===== src/rtl/bcd_convert_seq.sv =====
// bcd_convert_seq: sequential binary-to-BCD converter using the shift-and-add-3
// (double dabble) algorithm, one input bit per clock.
//
// Parameters:
//   IN_W  binary input width in bits
//   NDIG  number of BCD digits produced (4 bits each)
// Ports:
//   clk       clock, rising edge
//   rst       asynchronous active-high reset
//   start     request a conversion of bin (ignored while busy)
//   bin       unsigned binary value, sampled only when start is accepted
//   busy      high while a conversion is in progress (SHIFT or FINISH)
//   done      one-cycle pulse marking the update of digits/overflow
//   digits    packed BCD result, digit 0 in bits [3:0]
//   overflow  last result exceeded 10^NDIG-1 (digits then read all nines)
module bcd_convert_seq #(
  parameter int unsigned IN_W = 32,
  parameter int unsigned NDIG = 8
) (
  input  logic                clk,
  input  logic                rst,
  input  logic                start,
  input  logic [IN_W-1:0]     bin,
  output logic                busy,
  output logic                done,
  output logic [4*NDIG-1:0]   digits,
  output logic                overflow
);

  localparam int unsigned DigW = 4 * NDIG;
  localparam int unsigned CntW = $clog2(IN_W + 1);

  typedef enum logic [1:0] {StIdle, StShift, StFinish} state_e;

  state_e            state_q, state_d;
  logic [IN_W-1:0]   bin_q, bin_d;
  logic [DigW-1:0]   acc_q, acc_d;
  logic              acc_ovf_q, acc_ovf_d;
  logic [CntW-1:0]   cnt_q, cnt_d;
  logic [DigW-1:0]   digits_q, digits_d;
  logic              overflow_q, overflow_d;
  logic              done_q, done_d;

  // Accumulator after the add-3 correction of every digit >= 5.
  logic [DigW-1:0]   acc_adj;

  always_comb begin
    acc_adj = acc_q;
    for (int i = 0; i < int'(NDIG); i++) begin
      if (acc_q[4*i +: 4] >= 4'd5) begin
        acc_adj[4*i +: 4] = acc_q[4*i +: 4] + 4'd3;
      end
    end
  end

  always_comb begin
    state_d    = state_q;
    bin_d      = bin_q;
    acc_d      = acc_q;
    acc_ovf_d  = acc_ovf_q;
    cnt_d      = cnt_q;
    digits_d   = digits_q;
    overflow_d = overflow_q;
    done_d     = 1'b0;

    case (state_q)
      StIdle: begin
        if (start) begin
          bin_d     = bin;
          acc_d     = '0;
          acc_ovf_d = 1'b0;
          cnt_d     = CntW'(IN_W);
          state_d   = StShift;
        end
      end
      StShift: begin
        acc_d = {acc_adj[DigW-2:0], bin_q[IN_W-1]};
        bin_d = bin_q << 1;
        // A carry out of the top digit means the value no longer fits.
        if (acc_adj[DigW-1]) begin
          acc_ovf_d = 1'b1;
        end
        cnt_d = cnt_q - CntW'(1);
        if (cnt_q == CntW'(1)) begin
          state_d = StFinish;
        end
      end
      StFinish: begin
        // Outputs are only touched here so the display never sees partial sums.
        digits_d   = acc_ovf_q ? {NDIG{4'h9}} : acc_q;
        overflow_d = acc_ovf_q;
        done_d     = 1'b1;
        state_d    = StIdle;
      end
      default: begin
        state_d = StIdle;
      end
    endcase
  end

  always_ff @(posedge clk or posedge rst) begin
    if (rst) begin
      state_q    <= StIdle;
      bin_q      <= '0;
      acc_q      <= '0;
      acc_ovf_q  <= 1'b0;
      cnt_q      <= '0;
      digits_q   <= '0;
      overflow_q <= 1'b0;
      done_q     <= 1'b0;
    end else begin
      state_q    <= state_d;
      bin_q      <= bin_d;
      acc_q      <= acc_d;
      acc_ovf_q  <= acc_ovf_d;
      cnt_q      <= cnt_d;
      digits_q   <= digits_d;
      overflow_q <= overflow_d;
      done_q     <= done_d;
    end
  end

  assign busy     = (state_q != StIdle);
  assign done     = done_q;
  assign digits   = digits_q;
  assign overflow = overflow_q;

endmodule

===== config.mk =====
export PLATFORM = sky130hd
export DESIGN_NAME = bcd_convert_seq
export DESIGN_NICKNAME = d
export VERILOG_FILES = /design/src/rtl/bcd_convert_seq.sv
export SDC_FILE = /design/constraint.sdc
export NUM_CORES = 1
export LEC_CHECK = 0
export ABC_AREA = 1
export CORE_MARGIN = 2
export CORE_UTILIZATION = 45
export DETAILED_ROUTE_END_ITERATION = 7
export GPL_TIMING_DRIVEN = 0
export PLACE_DENSITY = 0.75
export SLEW_MARGIN = 20
export SYNTH_ARGS = -nofsm -noshare
export SYNTH_HDL_FRONTEND = slang
export SYNTH_SLANG_ARGS = --single-unit
export TNS_END_PERCENT = 20

===== constraint.sdc =====
create_clock -name clk -period 7.72 [get_ports clk]
set_clock_uncertainty 0.2 [all_clocks]
set_input_delay 0.772 -clock clk [delete_from_list [all_inputs] [get_ports clk]]
set_output_delay 0.772 -clock clk [all_outputs]
set_load 0.05 [all_outputs]

==> qor.yml, run 1 <==
synthesis:
  synth_top_family_by_area: "simple AND/OR/NAND/NOR gates"
  synthAdderAreaFrac_pct: 4.49
  ys_seq_elements: 107
  yosysSeqAreaShare_pct: 53.3
  ys_types: 25
  synth_warnings: 0
  synth_nets: 648
  syn_area_um2: 5020
  synthXorXnorAreaFrac_pct: 0.174
  synth-compound-area-share_pct: 10.9
  synth.mux.area_fraction_pct: 0
  yosys.area_share.simple_pct: 24.6
  syn_inst: 595
  syn_area_per_cell_um2: 8.44
clock_tree:
  clk_path_buf_depth: 2
  cts_hold_buf: 0
  post-cts-setup-buffer-count: 0
  clock-sinks: 107
  ctsRootBufferMaster: "clkbuf_8"
  cts_tree: "done"
  htreeDepth: 3
  clkLatencyLatePin_ps: 380
  path_clk_slew_ps: 100
  numCtsBuffers: 9
  post_cts_resized: 0
grt:
  busiest_layer: "met2"
  grt_pass1_wl_um: 19300
  antenna_found_initial: 0
  grt_pass1_vias: 4217
  grt_start_max_net_pins: 80
  grtUsageMet1_pct: 25.6
  grt-ovfl-total: 0
  grt.total_usage_pct: 20.6
  grtUsageMet3_pct: 3.62
  use_met2_pct: 35.1
setup_path:
  endpoint_kind: "primary output"
  path_cells: "nor2_1, inv_1, clkdlybuf4s50_1"
  ff2ff_path_depth: 8
  crit_cells: 3
  cp_slowest_cell: "clkdlybuf4s50_1"
  critical-path-top-delay-family: "buffers and inverters"
  crit_buf_inv: 2
  cp_max_fo: 4
  worstSetupPathType: "reg -> out"
  start_kind: "flop"
  critPathArrivalTime_ps: 1810
  worstPathRequired_ps: 6750
  slowest_delay_ps: 810
cells_and_area:
  syn_to_final_growth_pct: 21.9
  final_common_cell: "nand2_1"
  finalNonFillerCells: 821
  nets: 729
  fin_util_pct: 56.4
  mostFrequentLayoutCells: "nand2_1 (179), dfrtp_1 (107), clkdlybuf4s50_1 (69), o21ai_0 (62), nand3_1 (58)"
  drive_gt1_share_pct: 6.75
  n_antenna_cell: 0
timing:
  rsz0062_at_grt: "no"
  slew_headroom_pct: 62.0
  finalCritPeriodShare_pct: 36.0
  slew_violations: 0
  hold_violations: 0
  tightest_slew_ps: 570
  fin_tns_setup_ps: 0
  max_freq_mhz: 360
  hold_slack_ps: 291
  setup_viol_count_final: 0
  fin_crit_ps: 2780
floorplanning:
  num_rows: 38
  die_h_um: 110
  initial_core_util_pct: 46.3
  fp.dieArea_um2: 12000
  core_area_um2: 10800
  io_pins: 70
  fp.dieW_um: 110
route:
  drc: 0
  dr.pass1.iters: 5
  routed_wl_um: 11500
  wl_per_cell_um: 14.0
  antenna_left: 0
  drt-initial-drc-count: 269
  viasPerCell: 5.25
  via_count: 4312
placement:
  finalWeightedCongestion: 0.842
  port_buffers: 69
  place_inst: 805
  post-dp-hpwl_um: 8220
pwr:
  p_leak_nw: 2.96
  powerDensity_nw_per_um2: 351
  irDropWorstVdd_mv: 0.142
  finalPower_mw: 2.15
min_path:
  worst_hold_path_type: "reg -> reg"
  hold_depth: 2
run:
  drv_cap: 0
run_status:
  outcome: "completed"
## final timing paths
path,from,endpoint,slack (ps)
max in group asynchronous,rst,acc_q[21],6110
hold reg to reg,acc_q[13],acc_q[13],290
min in group asynchronous,rst,bin_q[11],520
setup / recovery,state_q[0],busy,4940
setup reg to reg,acc_q[24],acc_q[26],5960
hold / removal,acc_q[13],acc_q[13],290
## Yosys cell counts
master | instances | area [um2]
a22oi_1 | 2 | 15.0
o211ai_1 | 5 | 37.5
a31oi_1 | 1 | 6.26
inv_1 | 50 | 188
o22ai_1 | 7 | 43.8
nor2_8 | 1 | 20.0
clkbuf_1 | 4 | 15.0
nand3_1 | 58 | 290
nand2_4 | 4 | 45.0
inv_2 | 6 | 22.5
buf_2 | 14 | 70.1
buf_4 | 1 | 7.51
nand4_1 | 9 | 56.3
nand2_1 | 179 | 672
nor2_1 | 35 | 131
xnor2_1 | 1 | 8.76
a22o_1 | 1 | 8.76
nand3b_1 | 2 | 15.0
o21ai_0 | 62 | 310
nor2_2 | 1 | 6.26
ha_1 | 18 | 225
o21ai_1 | 1 | 5.00
dfrtp_1 | 107 | 2680
buf_6 | 2 | 22.5
a21oi_1 | 24 | 120
## sequential cells by signal, indices dropped and copies added (netlist names)
signal and flops:
state_q 2, cnt_q 6, done 1, acc_ovf_q 1
overflow 1, acc_q 32, bin_q 32, digits 32
## tightest hold or removal path: stages (launching register included)
cell and delay [ps]:
dfrtp_1 360, nand2_1 60, nand2_1 50
## area by class of cell
class	instances	area [um2]
Buffer	21	115
Clock buffer	14	183
Clock inverter	2	17.5
Fill cell	981	4720
Inverter	56	215
Multi-Input combinational cell	411	2020
Sequential cell	107	2680
Tap cell	140	175
Timing Repair Buffer	70	718
## cells by family after synthesis
| kind of cell | Yosys count |
|---|---|
| AO/OA/AOI/OAI | 103 |
| flip-flops | 107 |
| AND/OR/NAND/NOR | 289 |
| adder cells (fa/ha/maj) | 18 |
| buffers and inverters | 77 |
| XOR/XNOR | 1 |
## per-stage QoR
step	setup WS, ps	instance area [um2]
after floorplan	3930	5020
after global placement	2410	5890
after detailed placement	5310	5920
after CTS	4930	6120
after global routing	4870	6120
final	4940	6120
## report_power, final
| group | internal (mW) | switching, mW | total [mW] |
|---|---|---|---|
| combinational | 0.337 | 0.587 | 0.924 |
| clock | 0.154 | 0.188 | 0.343 |
| sequential | 0.746 | 0.133 | 0.879 |
| total | 1.24 | 0.909 | 2.15 |
## routing by layer
layer / part of all wire (%) / wire (um) / vias up
li1: - / - / 2110
met1: 44 / 5110 / 2084
met2: 49 / 5660 / 99
met3: 4.3 / 499 / 19
met4: 2.2 / 257 / 0
met5: 0 / 0 / -
Power figures use the tool's default switching activity.
==> inputs of run 2 (changes only) <==
==> constraint.sdc (replaced) <==
create_clock -name clk -period 2.8 [get_ports clk]
set_clock_uncertainty 0.2 [all_clocks]
set_input_delay 0.28 -clock clk [delete_from_list [all_inputs] [get_ports clk]]
set_output_delay 0.28 -clock clk [all_outputs]
set_load 0.05 [all_outputs]
==> run 2 against run 1 <==
Compared with the run above:
- non-clock buffer count is 2 higher
- via count is 0.26% higher
- setup slack worse by 4400 ps
- combinational power grew to 2.8 times the previous value
- final cell count is 0.12% higher
- final area is 0.53% higher
- critical endpoint unchanged
- largest cell class unchanged
==> qor.yml, run 2 (same netlist as run 1, synthesis figures left out) <==
run_status:
  outcome: "completed"  # unchanged
cells_and_area:
  nets: 731  # was 729
  final_common_cell: "nand2_1"  # unchanged
  syn_to_final_growth_pct: 22.5  # was 21.9%
  drive_gt1_share_pct: 6.74  # was 6.75%
  fin_util_pct: 56.7  # was 56.4%
  mostFrequentLayoutCells: "nand2_1 (179), dfrtp_1 (107), clkdlybuf4s50_1 (69), o21ai_0 (62), nand3_1 (58)"  # unchanged
  nFillCells: 1009  # was 981
  n_antenna_cell: 0  # unchanged
  final-seq-area_um2: 2680  # unchanged
  multi_input_area_um2: 2020  # unchanged
grt:
  antenna_found_initial: 0  # unchanged
  grt.total_usage_pct: 21.0  # was 20.6%
  grt_start_max_net_pins: 33  # was 80
  grt_pass1_vias: 4344  # was 4,217
  grt_pass1_wl_um: 19800  # was 19,300 um
  grt-ovfl-total: 0  # unchanged
placement:
  port_buffers: 69  # unchanged
  post-dp-hpwl_um: 8340  # was 8220 um
  dp_slack_ps: 798  # was 5310 ps
  finalWeightedCongestion: 0.851  # was 0.842
pwr:
  irDropWorstVdd_mv: 0.454  # was 0.142 mV
  finalPower_mw: 5.96  # was 2.15 mW
  powerDensity_nw_per_um2: 969  # was 351 nW/um2
  p_leak_nw: 2.98  # was 2.96 nW
setup_path:
  ff2ff_path_depth: 8  # unchanged
  cp_slowest_cell: "clkdlybuf4s50_1"  # unchanged
  slowest_delay_ps: 800  # was 810 ps
  cp-startpoint: "state_q[0]"  # unchanged
  cp_max_fo: 4  # unchanged
  worstSetupPathType: "reg -> out"  # unchanged
  endpoint_kind: "primary output"  # unchanged
  reg2reg_from: "acc_q[24]"  # unchanged
  path_cells: "nor2_1, inv_1, clkdlybuf4s50_1"  # unchanged
  critPathArrivalTime_ps: 1800  # was 1810 ps
  start_kind: "flop"  # unchanged
  worstPathRequired_ps: 2320  # was 6750 ps
clock_tree:
  post-cts-setup-buffer-count: 0  # unchanged
  htreeDepth: 3  # unchanged
  cts_hold_buf: 0  # unchanged
  post_cts_resized: 0  # unchanged
  clock-sinks: 107  # unchanged
  ctsRootBufferMaster: "clkbuf_8"  # unchanged
  clkLatencyLatePin_ps: 370  # was 380 ps
  cts_tree: "done"  # unchanged
  path_clk_slew_ps: 90  # was 100 ps
  clk_path_buf_depth: 2  # unchanged
  numCtsBuffers: 9  # unchanged
timing:
  rsz0062_at_grt: "no"  # unchanged
  slew_violations: 0  # unchanged
  finalCritPeriodShare_pct: 81.3
  fin_crit_ps: 2280
  hold_violations: 0  # unchanged
  tightest_slew_ps: 568  # was 570 ps
  max_freq_mhz: 439
  fin_tns_setup_ps: 0  # unchanged
  setup_viol_count_final: 0  # unchanged
  slew_headroom_pct: 62.1  # was 62.0%
  setup_slack_ps: 522  # was 4940 ps
run:
  drv_cap: 0  # unchanged
floorplanning:
  die_h_um: 110  # unchanged
  io_pins: 70  # unchanged
  fp.dieArea_um2: 12000  # unchanged
  fp.dieW_um: 110  # unchanged
  initial_core_util_pct: 46.3  # unchanged
  num_rows: 38  # unchanged
  core_area_um2: 10800  # unchanged
route:
  wl_per_cell_um: 14.5  # was 14.0 um
  viasPerCell: 5.26  # was 5.25
  routed_wl_um: 11900  # was 11,500 um
  antenna_left: 0  # unchanged
  drt-initial-drc-count: 287  # was 269
  drc: 0  # unchanged
  via_count: 4323  # was 4,312
  dr.pass1.iters: 5  # unchanged
min_path:
  worst_hold_path_type: "in -> async"  # was reg -> reg
-- run 2: changes by cell type in the layout (fill, tap and decap cells not counted) --
cell        change
buf_12          +2
bufinv_16       +1
clkbuf_1        +1
clkbuf_8        -2
clkinv_2        +1
clkinv_4        -2
clkinvlp_4      +1
inv_6           -1
-- run 2: final timing paths --
path / endpoint / slack, ps
max reg2reg: acc_q[25] / 1070
max: busy / 520
max in group asynchronous: acc_q[12] / 1580
min reg2reg: digits[9] / 290
min: bin_q[18] / 110
min in group clk: bin_q[24] / 260
-- run 2: final cells by class --
class	count	area share, %
Clock inverter	2	0.570
Buffer	21	1.87
Clock buffer	13	2.58
Sequential cell	107	43.5
Inverter	56	3.48
Tap cell	140	2.85
Multi-Input combinational cell	411	32.8
Timing Repair Buffer	72	12.3
-- run 2: routing by layer --
layer	wire length (um)	track usage (%)	up-vias
met5	0	0	-
met3	718	3.97	17
met4	169	6.33	0
met2	5880	36.7	148
li1	-	-	2096
met1	5160	26.4	2062
-- run 2: critical path: cells and delay by family (launching register included) --
kind                   cells  cell delay (ps)
buffers and inverters      2              890
flip-flops                 1              460
AND/OR/NAND/NOR            1               80
-- run 2: power breakdown --
part           internal, mW  total, mW  switching (mW)
Combinational         0.932       2.57            1.64
Sequential             2.06       2.43           0.372
Clock                 0.458      0.958           0.500
-- run 2: metrics by stage --
stage	hold slack, ps	instances	area (um2)
floorplan	200	595	5020
global placement	263	804	5890
detailed placement	271	807	5960
CTS	117	822	6150
global route	160	822	6150
finish	106	822	6150
==> RTL change (settings of run 2) <==
The parameter `NDIG` goes from 8 to 10.
--- a/src/rtl/bcd_convert_seq.sv
+++ b/src/rtl/bcd_convert_seq.sv
@@ -15,7 +15,7 @@
 //   overflow  last result exceeded 10^NDIG-1 (digits then read all nines)
 module bcd_convert_seq #(
   parameter int unsigned IN_W = 32,
-  parameter int unsigned NDIG = 8
+  parameter int unsigned NDIG = 10
 ) (
   input  logic                clk,
   input  logic                rst,
Ports: changed (resized digits); port bits go from 70 to 78. The function was not compared with the original's and may differ.
==> RTL change against run 2 <==
- wire length rose by 9.0%
- first-iteration DRC count rose by 10%
- largest cell class unchanged
- setup slack got worse by 0.0055 ns
- cell area rose by 20%
- non-clock buffer count rose by 16
- synthesized area rose by 15%
- power rose by 34%
- sequential cell count rose by 16
==> RTL change: results <==
export IMPL_outcome="complete, no violations"
export IMPL_synth_cell_type_count=21
export IMPL_synth_nets=756
export IMPL_p_comb_uw=3080
export IMPL_yosys_area_share_adder_pct=4.78
export IMPL_cp_arrival_ns=1.80
export IMPL_grt_pass1_vias=4755
export IMPL_track_usage_pct=21.4
export IMPL_synth_area_leaders="dfrtp_1 (53%), nand2_1 (15%), o21ai_0 (6.2%)"
export IMPL_worst_pin_slew_ns=0.643
export IMPL_wirelength_um=13000
export IMPL_min_path_type="primary input to register"
export IMPL_ir_drop_mv=0.504
export IMPL_vias=4919
export IMPL_initialDrtViolationCount=316
export IMPL_path_delay_family="buffers and inverters"
export IMPL_clk_pin_slew_ns=0.05
export IMPL_worst_skew_pair_late_latency_ns=0.42
export IMPL_grt_max_degree=35
export IMPL_cp_slowest_cell="clkdlybuf4s50_1"
export IMPL_holdPathStages=3
export IMPL_portBuffers=77
export IMPL_antenna_found_initial=0
export IMPL_crit_fanout=4
export IMPL_yosys_area_top_type_share_pct=53.4
export IMPL_dp_hpwl_um=9060
export IMPL_r2r_cells=7
export IMPL_p_seq_share_pct=35.8
export IMPL_first_pass_iters=6
export IMPL_synthMuxAreaShare_pct=0
export IMPL_htreeDepth=4
export IMPL_p_sw_share_pct=39.7
export IMPL_synth_compound_area_share_pct=10.4
export IMPL_synth_top_cells_by_count="nand2_1 (226), dfrtp_1 (123), o21ai_0 (71)"
export IMPL_layout_drive_gt1_share_pct=7.14
export IMPL_gp_congestion=0.843
export IMPL_p_leak_uw=0.00356
export IMPL_cts_made_buffers=17
export IMPL_post_place_cells=952
export IMPL_cp_slowest_stage_delay_ns=0.81
export IMPL_finalNetCount=857
export IMPL_grt_pass1_wl_um=22500
export IMPL_seq_area_frac_synth_pct=53.4
export IMPL_ys_warnings_count=0
export IMPL_power_frac_comb_pct=38.6
export IMPL_final_cells=984
export IMPL_n_antenna_cell=0
export IMPL_cts_root_buffer="clkbuf_16"
export IMPL_yosys_area_share_xor_xnor_pct=0.152
export IMPL_synthArstFlopShare_pct=100
export IMPL_post_cts_buffers=0
export IMPL_syn_inst=699
export IMPL_clock_path_buffers=2
==> RTL change: changes by cell type after synthesis, moves of 3 or more <==
cell and change:
nand2_1 +47, dfrtp_1 +16, inv_1 +15, nor2_1 +9, o21ai_0 +9, nand3_1 +8
clkbuf_1 +5, ha_1 +4, inv_2 -4, nand2_4 -4, a21oi_1 +3
==> RTL change: final cells by class <==
type | instances | area (um^2)
clock buffer | 23 | 488
clock inverter | 8 | 67.6
inverter | 67 | 255
sequential | 123 | 3080
tap | 172 | 215
timing repair buffer | 82 | 868
fill | 1145 | 5160
multi-input combinational | 482 | 2290
buffer | 27 | 139
==> RTL change: cell families after synthesis <==
group,after synthesis
compound gates,113
xor+xnor,1
fa+ha+maj,22
buf+inv,94
flops,123
simple gates,346
==> RTL change: stage by stage <==
stage | TNS [ns] | utilization (%) | instance area, um^2 | setup slack (ns)
floorplan | 0 | - | 5770 | 0.809
finish | 0 | 58.9 | 7400 | 0.517
global placement | -39.92 | 53.7 | 6750 | -0.330
global route | 0 | 58.9 | 7400 | 0.429
detailed placement | 0 | 54.4 | 6840 | 0.964
CTS | 0 | 58.9 | 7400 | 0.508
==> RTL change: timing repair <==
action                    CTS  global route
hold endpoints to repair    7             0
hold buffers                1             0
gates resized for setup     0             0
==> RTL change: final timing paths <==
check / from / end / slack (ns)
max reg2reg: acc_q[20] / acc_q[21] / 1.01
max in group asynchronous: rst / digits[26] / 1.25
max: state_q[1] / busy / 0.52
min in group asynchronous: rst / bin_q[26] / 0.52
min: bin[5] / bin_q[5] / 0.22
min reg2reg: acc_q[33] / acc_q[33] / 0.28
==> RTL change: routing by layer <==
layer	up-vias	track usage, %	routed length [um]
met5	-	0	0
met4	0	8.47	290
met3	28	5.36	649
met2	123	34.8	6120
met1	2309	27.5	5940
li1	2459	-	-
